`config.mk`:
```
export PLATFORM = sky130hd
export DESIGN_NAME = ita_softmax_div_sched
export DESIGN_NICKNAME = d
export VERILOG_FILES = /design/src/rtl/ita_softmax_div_sched.sv
export SDC_FILE = /design/constraint.sdc
export NUM_CORES = 1
export LEC_CHECK = 0
export ABC_AREA = 1
export ABC_CLOCK_PERIOD_IN_PS = 3700
export CAP_MARGIN = 25
export CORE_MARGIN = 5
export CORE_UTILIZATION = 25
export CTS_CLUSTER_SIZE = 14
export DETAILED_ROUTE_END_ITERATION = 12
export MAX_ROUTING_LAYER = met4
export PLACE_DENSITY = 0.52
export SLEW_MARGIN = 40
export SYNTH_ARGS = -nofsm -noshare
export SYNTH_HDL_FRONTEND = slang
export SYNTH_SLANG_ARGS = --single-unit
```
`constraint.sdc`:
```
create_clock -name clk_i -period 3.7 [get_ports clk_i]
set_clock_uncertainty 0.2 [all_clocks]
set_input_delay 0.925 -clock clk_i [delete_from_list [all_inputs] [get_ports clk_i]]
set_output_delay 0.925 -clock clk_i [all_outputs]
set_load 0.05 [all_outputs]
```
`src/rtl/ita_softmax_div_sched.sv`:
```
// Softmax divider scheduler: spreads exp-sum operands round-robin over NUM_DIV
// serial dividers and writes their results back in issue order.
module ita_softmax_div_sched #(
  parameter int NUM_DIV = 4,
  parameter int DATA_W  = 24,
  parameter int RES_W   = 24,
  parameter int ROW_LEN = 64,
  localparam int ADDR_W = $clog2(ROW_LEN)
) (
  input  logic                     clk_i,
  input  logic                     rst_i,
  input  logic                     start_i,
  input  logic [15:0]              num_rows_i,
  input  logic                     req_valid_i,
  output logic                     req_ready_o,
  input  logic [DATA_W-1:0]        req_data_i,
  output logic [NUM_DIV-1:0]       div_valid_o,
  input  logic [NUM_DIV-1:0]       div_ready_i,
  output logic [DATA_W-1:0]        div_data_o,
  input  logic [NUM_DIV-1:0]       div_valid_i,
  output logic [NUM_DIV-1:0]       div_ready_o,
  input  logic [NUM_DIV*RES_W-1:0] div_result_i,
  output logic                     wr_en_o,
  output logic [ADDR_W-1:0]        wr_addr_o,
  output logic [RES_W-1:0]         wr_data_o,
  output logic                     row_done_o,
  output logic                     job_done_o,
  output logic                     busy_o
);

  localparam int PTR_W = $clog2(NUM_DIV);
  localparam int CNT_W = 16 + ADDR_W;
  localparam logic [PTR_W:0] MAX_OUT = (PTR_W+1)'(NUM_DIV);
  localparam logic [ADDR_W-1:0] LAST_ADDR = ADDR_W'(ROW_LEN - 1);

  typedef enum logic [1:0] {IDLE, RUN, DONE} state_t;

  state_t            state, state_next;
  logic [PTR_W-1:0]  iss_ptr, ret_ptr;
  logic [PTR_W:0]    outstanding;
  logic [ADDR_W-1:0] addr_q;
  logic [15:0]       rows_left;
  logic [15:0]       rows_init;
  logic [CNT_W-1:0]  issued_total, issue_limit;
  logic [RES_W-1:0]  results [NUM_DIV];
  logic              running, can_issue, issue, ret, last_addr;

  assign running   = (state == RUN);
  assign can_issue = running && (outstanding < MAX_OUT) && (issued_total < issue_limit);
  assign req_ready_o = can_issue && div_ready_i[iss_ptr];
  assign issue     = req_valid_i && req_ready_o;
  assign ret       = running && div_valid_i[ret_ptr];
  assign last_addr = (addr_q == LAST_ADDR);
  assign rows_init = (num_rows_i == 16'd0) ? 16'd1 : num_rows_i;
  assign div_data_o = req_data_i;
  assign busy_o     = (state != IDLE);
  assign job_done_o = (state == DONE);

  // Only the divider at ret_ptr is ever acknowledged, which keeps results in issue order.
  for (genvar gi = 0; gi < NUM_DIV; gi++) begin : g_div
    assign results[gi]     = div_result_i[gi*RES_W +: RES_W];
    assign div_valid_o[gi] = can_issue && req_valid_i && (iss_ptr == PTR_W'(gi));
    assign div_ready_o[gi] = running && (ret_ptr == PTR_W'(gi));
  end

  always_ff @(posedge clk_i or posedge rst_i) begin
    if (rst_i) state <= IDLE;
    else       state <= state_next;
  end

  // The job ends in the cycle that shows the final write, after the last row was counted off.
  always_comb begin
    state_next = state;
    case (state)
      IDLE:    if (start_i) state_next = RUN;
      RUN:     if (row_done_o && rows_left == 16'd0) state_next = DONE;
      DONE:    state_next = IDLE;
      default: state_next = IDLE;
    endcase
  end

  always_ff @(posedge clk_i or posedge rst_i) begin
    if (rst_i) begin
      iss_ptr      <= '0;
      ret_ptr      <= '0;
      outstanding  <= '0;
      addr_q       <= '0;
      rows_left    <= '0;
      issued_total <= '0;
      issue_limit  <= '0;
      wr_en_o      <= 1'b0;
      wr_addr_o    <= '0;
      wr_data_o    <= '0;
      row_done_o   <= 1'b0;
    end else begin
      wr_en_o    <= ret;
      row_done_o <= ret && last_addr;
      if (ret) begin
        wr_addr_o <= addr_q;
        wr_data_o <= results[ret_ptr];
      end
      if (state == IDLE && start_i) begin
        iss_ptr      <= '0;
        ret_ptr      <= '0;
        outstanding  <= '0;
        addr_q       <= '0;
        issued_total <= '0;
        rows_left    <= rows_init;
        issue_limit  <= CNT_W'(rows_init) * CNT_W'(ROW_LEN);
      end else begin
        if (issue) begin
          iss_ptr      <= iss_ptr + PTR_W'(1);
          issued_total <= issued_total + CNT_W'(1);
        end
        if (ret) begin
          ret_ptr <= ret_ptr + PTR_W'(1);
          addr_q  <= last_addr ? '0 : addr_q + ADDR_W'(1);
          if (last_addr) rows_left <= rows_left - 16'd1;
        end
        case ({issue, ret})
          2'b10:   outstanding <= outstanding + (PTR_W+1)'(1);
          2'b01:   outstanding <= outstanding - (PTR_W+1)'(1);
          default: outstanding <= outstanding;
        endcase
      end
    end
  end

endmodule

```
==> results of run 1 <==
-- synthesized netlist by cell type (all sizes together) --
cell type	n	area, um2
clkbuf	20	75.1
nor3	7	35.0
nand3	48	240
nand3b	1	7.51
o31ai	1	7.51
o211ai	3	22.5
buf	46	330
nand2	171	664
ha	27	338
clkinv	1	3.75
nand4	22	153
a21boi	1	7.51
nor2	215	830
inv	81	304
a31oi	33	206
nor4	3	18.8
a21oi	12	60.1
xor2	19	166
o21bai	2	15.0
o22ai	1	6.26
dfrtp	101	2530
nor3b	1	7.51
fa	1	20.0
xnor2	4	35.0
o21ai	92	460
-- through the flow --
| stage | hold WS (ns) | worst slack [ns] | cell area (um2) |
|---|---|---|---|
| finish | 0.290 | 0.291 | 8720 |
| floorplan | 0.249 | 0.526 | 6550 |
| detailed placement | 0.271 | 0.481 | 8440 |
| global route | 0.336 | 0.00329 | 8720 |
| global placement | 0.266 | 0.468 | 8440 |
| CTS | 0.290 | 0.228 | 8720 |
-- state kept, by name, summed over array words and instances (netlist names) --
register / flops
wr_data_o: 24
outstanding: 3
state: 2
iss_ptr: 2
wr_en_o: 1
wr_addr_o: 6
issue_limit: 16
row_done_o: 1
rows_left: 16
ret_ptr: 2
issued_total: 22
addr_q: 6
-- critical path, stage by stage, from the launching register on --
cell and delay (ns):
dfrtp_1 0.44, ha_1 0.33, a21oi_1 0.16, nor2_1 0.05, nor3_1 0.12, nand2_1 0.12, a21oi_1 0.20, nand2_1 0.15
nor2_1 0.21, buf_12 0.17
-- cell families after synthesis --
kind of cell	after synthesis	share of synthesized area (%)
AOI/OAI and AO/OA	145	12.0
buffers and inverters	148	10.9
DFF	101	38.6
adders and majority gates	28	5.47
and+or+nand+nor	468	29.9
xor gates and xnor gates	23	3.08
-- cells in the final DEF (no fill, tap or decap), types with 2 or more instances in the layout --
| cell | count |
|---|---|
| buf_4 | 14 |
| o21ai_1 | 7 |
| clkdlybuf4s50_1 | 157 |
| inv_2 | 5 |
| a31oi_1 | 33 |
| nand2_1 | 165 |
| nand2_4 | 2 |
| o21bai_1 | 2 |
| xnor2_1 | 4 |
| nor2_1 | 210 |
| nand3_1 | 48 |
| buf_12 | 10 |
| nand4_1 | 21 |
| dfrtp_1 | 100 |
| o21ai_0 | 85 |
| a21oi_1 | 12 |
| nor3_1 | 7 |
| ha_1 | 27 |
| nor2_4 | 2 |
| clkbuf_16 | 9 |
| xor2_1 | 19 |
| inv_1 | 75 |
| clkinvlp_4 | 4 |
| nor4_1 | 3 |
| o211ai_1 | 3 |
| nor2_2 | 3 |
| nand2_2 | 4 |
-- metal layers --
metal | wire length, um | part of all wire (%)
met5 | 0 | 0
met4 | 469 | 2.3
met3 | 1460 | 7.1
met2 | 9450 | 46
met1 | 9060 | 44
-- path summary, 6_finish.rpt --
| path | start | end | slack, ns | cells past startpoint |
|---|---|---|---|---|
| worst min-delay path | wr_addr_o[4] | wr_addr_o[4] | 0.29 | 2 |
| worst max register to register | issued_total[11] | outstanding[2] | 0.85 | 12 |
| worst max-delay path | issued_total[11] | div_valid_o[3] | 0.29 | 9 |
| max in group asynchronous | rst_i | issued_total[8] | 2.07 | 3 |
| min in group asynchronous | rst_i | wr_data_o[20] | 0.81 | 3 |
| worst min register to register | wr_addr_o[4] | wr_addr_o[4] | 0.29 | 2 |
-- power groups by stage --
stage / Clock, uW / Combinational [uW] / Sequential, uW
6_report: 933 / 3290 / 1710
5_1_grt: 1010 / 3660 / 1760
4_1_cts: 972 / 3350 / 1720
2_1_floorplan: 0 / 1790 / 2240
3_5_place_dp: 0 / 3340 / 1730
3_3_place_gp: 0 / 3330 / 1730
-- final cells by class --
type,count,share of cell area (%)
well taps,335,4.81
clock inverters,5,0.416
multi-input cells,664,37.9
flip-flops and latches,101,29.0
inverters,82,3.57
repair buffers,181,21.5
clock buffers,11,2.78
==> results.txt, run 1 <==
GR peak layer -> met2
Starting Density -> 25.2%
Crit start category -> register
Post-route DRC -> 0
Site Rows -> 59
Register area -> 2530 um2
H-tree Lvls -> 3
Sequential Power Share -> 28.8%
GP Congestion -> 0.835
P_int -> 3070 uW
Yosys warnings -> 0
All-Layer GR Usage -> 14.4%
Slew headroom -> 54.5%
Gate Count Post-Synth -> 913
Dpl hpwl -> 15.3 mm
Pleak -> 0.00402 uW
Switch share -> 48.3%
#FFs+latches synth -> 101
Multi-input gate area -> 3300 um2
Hold Path Class -> register to register
RSZ-0062 raised after global routing -> no
Clock-pin slew on the worst setup and hold paths -> 0.07 ns
Post-synthesis sequential area ratio -> 38.6%
Setup total negative slack -> 0 ns
Worst Path Max Fanout -> 5
Vias per cell -> 4.56
Status -> finished clean
Final setup viols -> 0
Met1 layer usage reported by global route -> 18.2%
Total core area -> 25900 um2
Combinational Power Share -> 55.5%
Final WL -> 20.4 mm
Syn Nets -> 1089
GR Util met2 -> 22.7%
F_max -> 0.293 GHz
Clock root buffer master -> clkbuf_16
Slew Limit Fails -> 0
I/O pin cnt -> 215
Hold Vio Cnt, Final -> 0
Max Root-Sink Buffers -> 2
Avg Cell Area, Syn -> 7.16 um2
Fin crit period -> 3.41 ns
Synthesis-to-layout area growth -> 33.3%
Worst-margin pin slew -> 0.682 ns
Clk_lat worst skew -> 0.35 ns
Final nets -> 1215
IO Port Bufs -> 166
Crit share post-route -> 92.1%
Post-CTS Setup Repair Bufs -> 0
First-pass GRT wire length -> 32.7 mm
Initial antenna violation count -> 0
Cell area after synthesis -> 6540 um2
Routed len/inst -> 14.8 um
Largest net degree at the start of global routing -> 79
Worst path required time -> 2.57 ns
Post-Place Cells -> 1363
Post-route core utilization -> 33.6%
Fillers -> 2818
Pwr dens -> 680 nW/um2
Post_cts resized -> 0
Die Wd -> 172 um
# Max-Cap Violations -> 0
Crit path arrival time -> 2.28 ns
CTS tree -> built
Switching power -> 2860 uW
VDD IR max -> 0.344 mV
Die area -> 29500 um2
Aggregate global routing overflow -> 0
Met3 Track Usage GR -> 3.65%
Clock power share -> 15.7%
Hold_buf cts -> 0
Via Count -> 6283
Fraction of layout cells with a size suffix above 1 -> 5.56%
Worst setup EP type -> primary output
DR pass1 iterations -> 6
Synth cell types -> 35
Total power -> 5930 uW
Clk sinks -> 101
Num CTS Buffers -> 9
Die span in y -> 172 um
DRT antenna net count -> 0
Ant. Diodes -> 0
Vias in the first global route -> 6152
Initial DRC count -> 336
Kind of critical path -> register to primary output
Fin cells -> 1379
Note: power is estimated with default switching activity, not from simulation.
==> inputs of run 2 (changes only) <==
SLEW_MARGIN = 20   (was 40)
==> results of run 2 <==
No change in the layout: final DEF, timing and power equal those of run 1.
==> inputs of run 3 (changes only) <==
CORE_MARGIN = 2   (was 5)
==> results.txt, run 3 (synthesized netlist as in run 1, its figures left out) <==
Top Family by Delay on Critical Path -> simple AND/OR/NAND/NOR gates
Crit path arrival time -> 2.37 ns (+0.09 ns)
GP Congestion -> 0.821 (-1.7%)
DR pass1 iterations -> 4 (-2)
P_int -> 3190 uW (+4.0%)
Clock-pin slew on the worst setup and hold paths -> 0.08 ns (about the same)
Starting Density -> 25.3% (+0.072 points)
Multi-input gate area -> 3300 um2 (unchanged)
Initial antenna violation count -> 0 (unchanged)
Via Count -> 6261 (-0.35%)
Pleak -> 0.00405 uW (+0.92%)
H-tree Lvls -> 3 (unchanged)
Worst Path Max Fanout -> 5 (unchanged)
Setup total negative slack -> 0 ns (unchanged)
Synthesis-to-layout area growth -> 34.2%
All-Layer GR Usage -> 14.8% (+0.34 points)
Dpl hpwl -> 14.6 mm (-4.4%)
Pwr dens -> 690 nW/um2 (+1.5%)
Buf/Inv on CP -> 1 (unchanged)
Kind of critical path -> register to primary output
Commonest non-fill, non-tap cell in the layout -> nor2_1
Worst setup EP type -> primary output
Status -> finished clean
Fraction of layout cells with a size suffix above 1 -> 5.74% (+0.19 points)
VDD IR max -> 0.360 mV (+4.5%)
Most frequent cells in the layout -> nor2_1 (210), nand2_1 (165), clkdlybuf4s50_1 (157)
Fin crit period -> 3.49 ns (+0.0859 ns)
Final setup viols -> 0 (unchanged)
CTS tree -> built
Initial DRC count -> 263 (-22%)
Final WL -> 19.6 mm (-3.9%)
Site Rows -> 59 (unchanged)
Crit share post-route -> 94.5% (+2.3 points)
Hold Path Class -> register to register
Vias per cell -> 4.54 (-0.42%)
Sequential Power Share -> 28.3% (-0.5 points)
DRT antenna net count -> 0 (unchanged)
Combinational Power Share -> 53.8% (-1.7 points)
Worst path required time -> 2.57 ns (about the same)
Routed len/inst -> 14.2 um (-4.0%)
Fillers -> 2793 (-0.89%)
Switch share -> 47.4% (-0.90 points)
Hold_buf cts -> 0 (unchanged)
Total core area -> 25800 um2 (-0.28%)
Die Wd -> 166 um (-3.5%)
Die area -> 27500 um2 (-6.9%)
Max reg flops -> 24 (unchanged)
Final nets -> 1216 (+0.082%)
Register area -> 2530 um2 (unchanged)
First-pass GRT wire length -> 32.0 mm (-2.0%)
Vias in the first global route -> 6190 (+0.62%)
Largest net degree at the start of global routing -> 57 (-28%)
F_max -> 0.286 GHz (-2.5%)
Critical path cell sequence -> ha_1 > a21oi_1 > nor2_1 > nor3_1 > nand2_1 > a21oi_1 > nand2_1 > nor2_1 > buf_12
Post-route DRC -> 0 (unchanged)
Die span in y -> 166 um (-3.5%)
Max Root-Sink Buffers -> 2 (unchanged)
Clock power share -> 18.0% (+2.3 points)
Post_cts resized -> 0 (unchanged)
# Max-Cap Violations -> 0 (unchanged)
Slew Limit Fails -> 0 (unchanged)
Aggregate global routing overflow -> 0 (unchanged)
Crit start category -> register
Clk sinks -> 101 (unchanged)
Total power -> 6060 uW (+2.2%)
Clock root buffer master -> clkbuf_16
Num CTS Buffers -> 9 (unchanged)
CP max-delay cell -> dfrtp_1
Ant. Diodes -> 0 (unchanged)
RSZ-0062 raised after global routing -> no
Worst-margin pin slew -> 0.632 ns (-0.0509 ns)
I/O pin cnt -> 215 (unchanged)
Switching power -> 2870 uW (+0.29%)
Top flop regs -> wr_data_o: 24 flops, issued_total: 22 flops
Post-CTS Setup Repair Bufs -> 0 (unchanged)
Clk_lat worst skew -> 0.36 ns (about the same)
Top reg by flops -> wr_data_o
Slew headroom -> 57.5% (+3.1 points)
IO Port Bufs -> 166 (unchanged)
CP peak stage delay -> 0.44 ns (about the same)
Hold Vio Cnt, Final -> 0 (unchanged)
run 3: cell types whose count changed in the layout (fill, tap and decap cells not counted), sizes merged:
cell,delta
buf,+1
bufinv,+2
inv,+3
clkinvlp,-3
clkbuf,-2
run 3: metal layers:
metal,track usage (%),vias up,part of all wire [%]
met5,-,-,0
met4,5.10,0,2.0
met3,2.45,24,4.7
met2,24.1,169,47
met1,18.5,2878,46
li1,-,3190,-
run 3: worst min-delay path, stage by stage (launching register included):
cell and delay [ns]:
dfrtp_1 0.36, nand2_1 0.06, nand2_1 0.05
run 3: path summary, 6_finish.rpt:
| path | start | to | slack, ns | depth (start not counted) |
|---|---|---|---|---|
| setup / recovery | issued_total[11] | div_valid_o[2] | 0.21 | 9 |
| hold / removal | wr_addr_o[2] | wr_addr_o[2] | 0.30 | 2 |
| setup reg to reg | issued_total[11] | outstanding[2] | 0.83 | 12 |
| hold reg to reg | wr_addr_o[2] | wr_addr_o[2] | 0.30 | 2 |
| max in group asynchronous | rst_i | issue_limit[12] | 1.94 | 3 |
| min in group asynchronous | rst_i | ret_ptr[0] | 0.74 | 2 |
run 3: layout make-up:
cell class                 count  share of cell area (%)
multi-input combinational    664                    37.6
sequential                   101                    28.8
timing repair buffer         182                    21.5
tap                          335                    4.78
inverter                      82                    3.55
clock buffer                   9                    2.57
clock inverter                 7                    1.18
run 3: per-stage QoR:
stage | utilization (%) | instances | hold WS (ns) | setup slack (ns) | cell area [um2]
2_1_floorplan | - | 913 | 0.249 | 0.526 | 6550
3_3_place_gp | 32.7 | 1364 | 0.276 | 0.488 | 8450
3_5_place_dp | 32.7 | 1364 | 0.278 | 0.432 | 8450
4_1_cts | 34.0 | 1380 | 0.302 | 0.185 | 8780
5_1_grt | 34.0 | 1380 | 0.320 | 0.0114 | 8780
6_report | 34.0 | 1380 | 0.296 | 0.205 | 8780
run 3: power by group through the flow:
stage	clock (uW)	sequential [uW]	combinational [uW]
after floorplan	0	2240	1790
after global placement	0	1730	3290
after detailed placement	0	1740	3310
after CTS	1110	1720	3310
after global routing	1150	1770	3610
final	1090	1710	3260
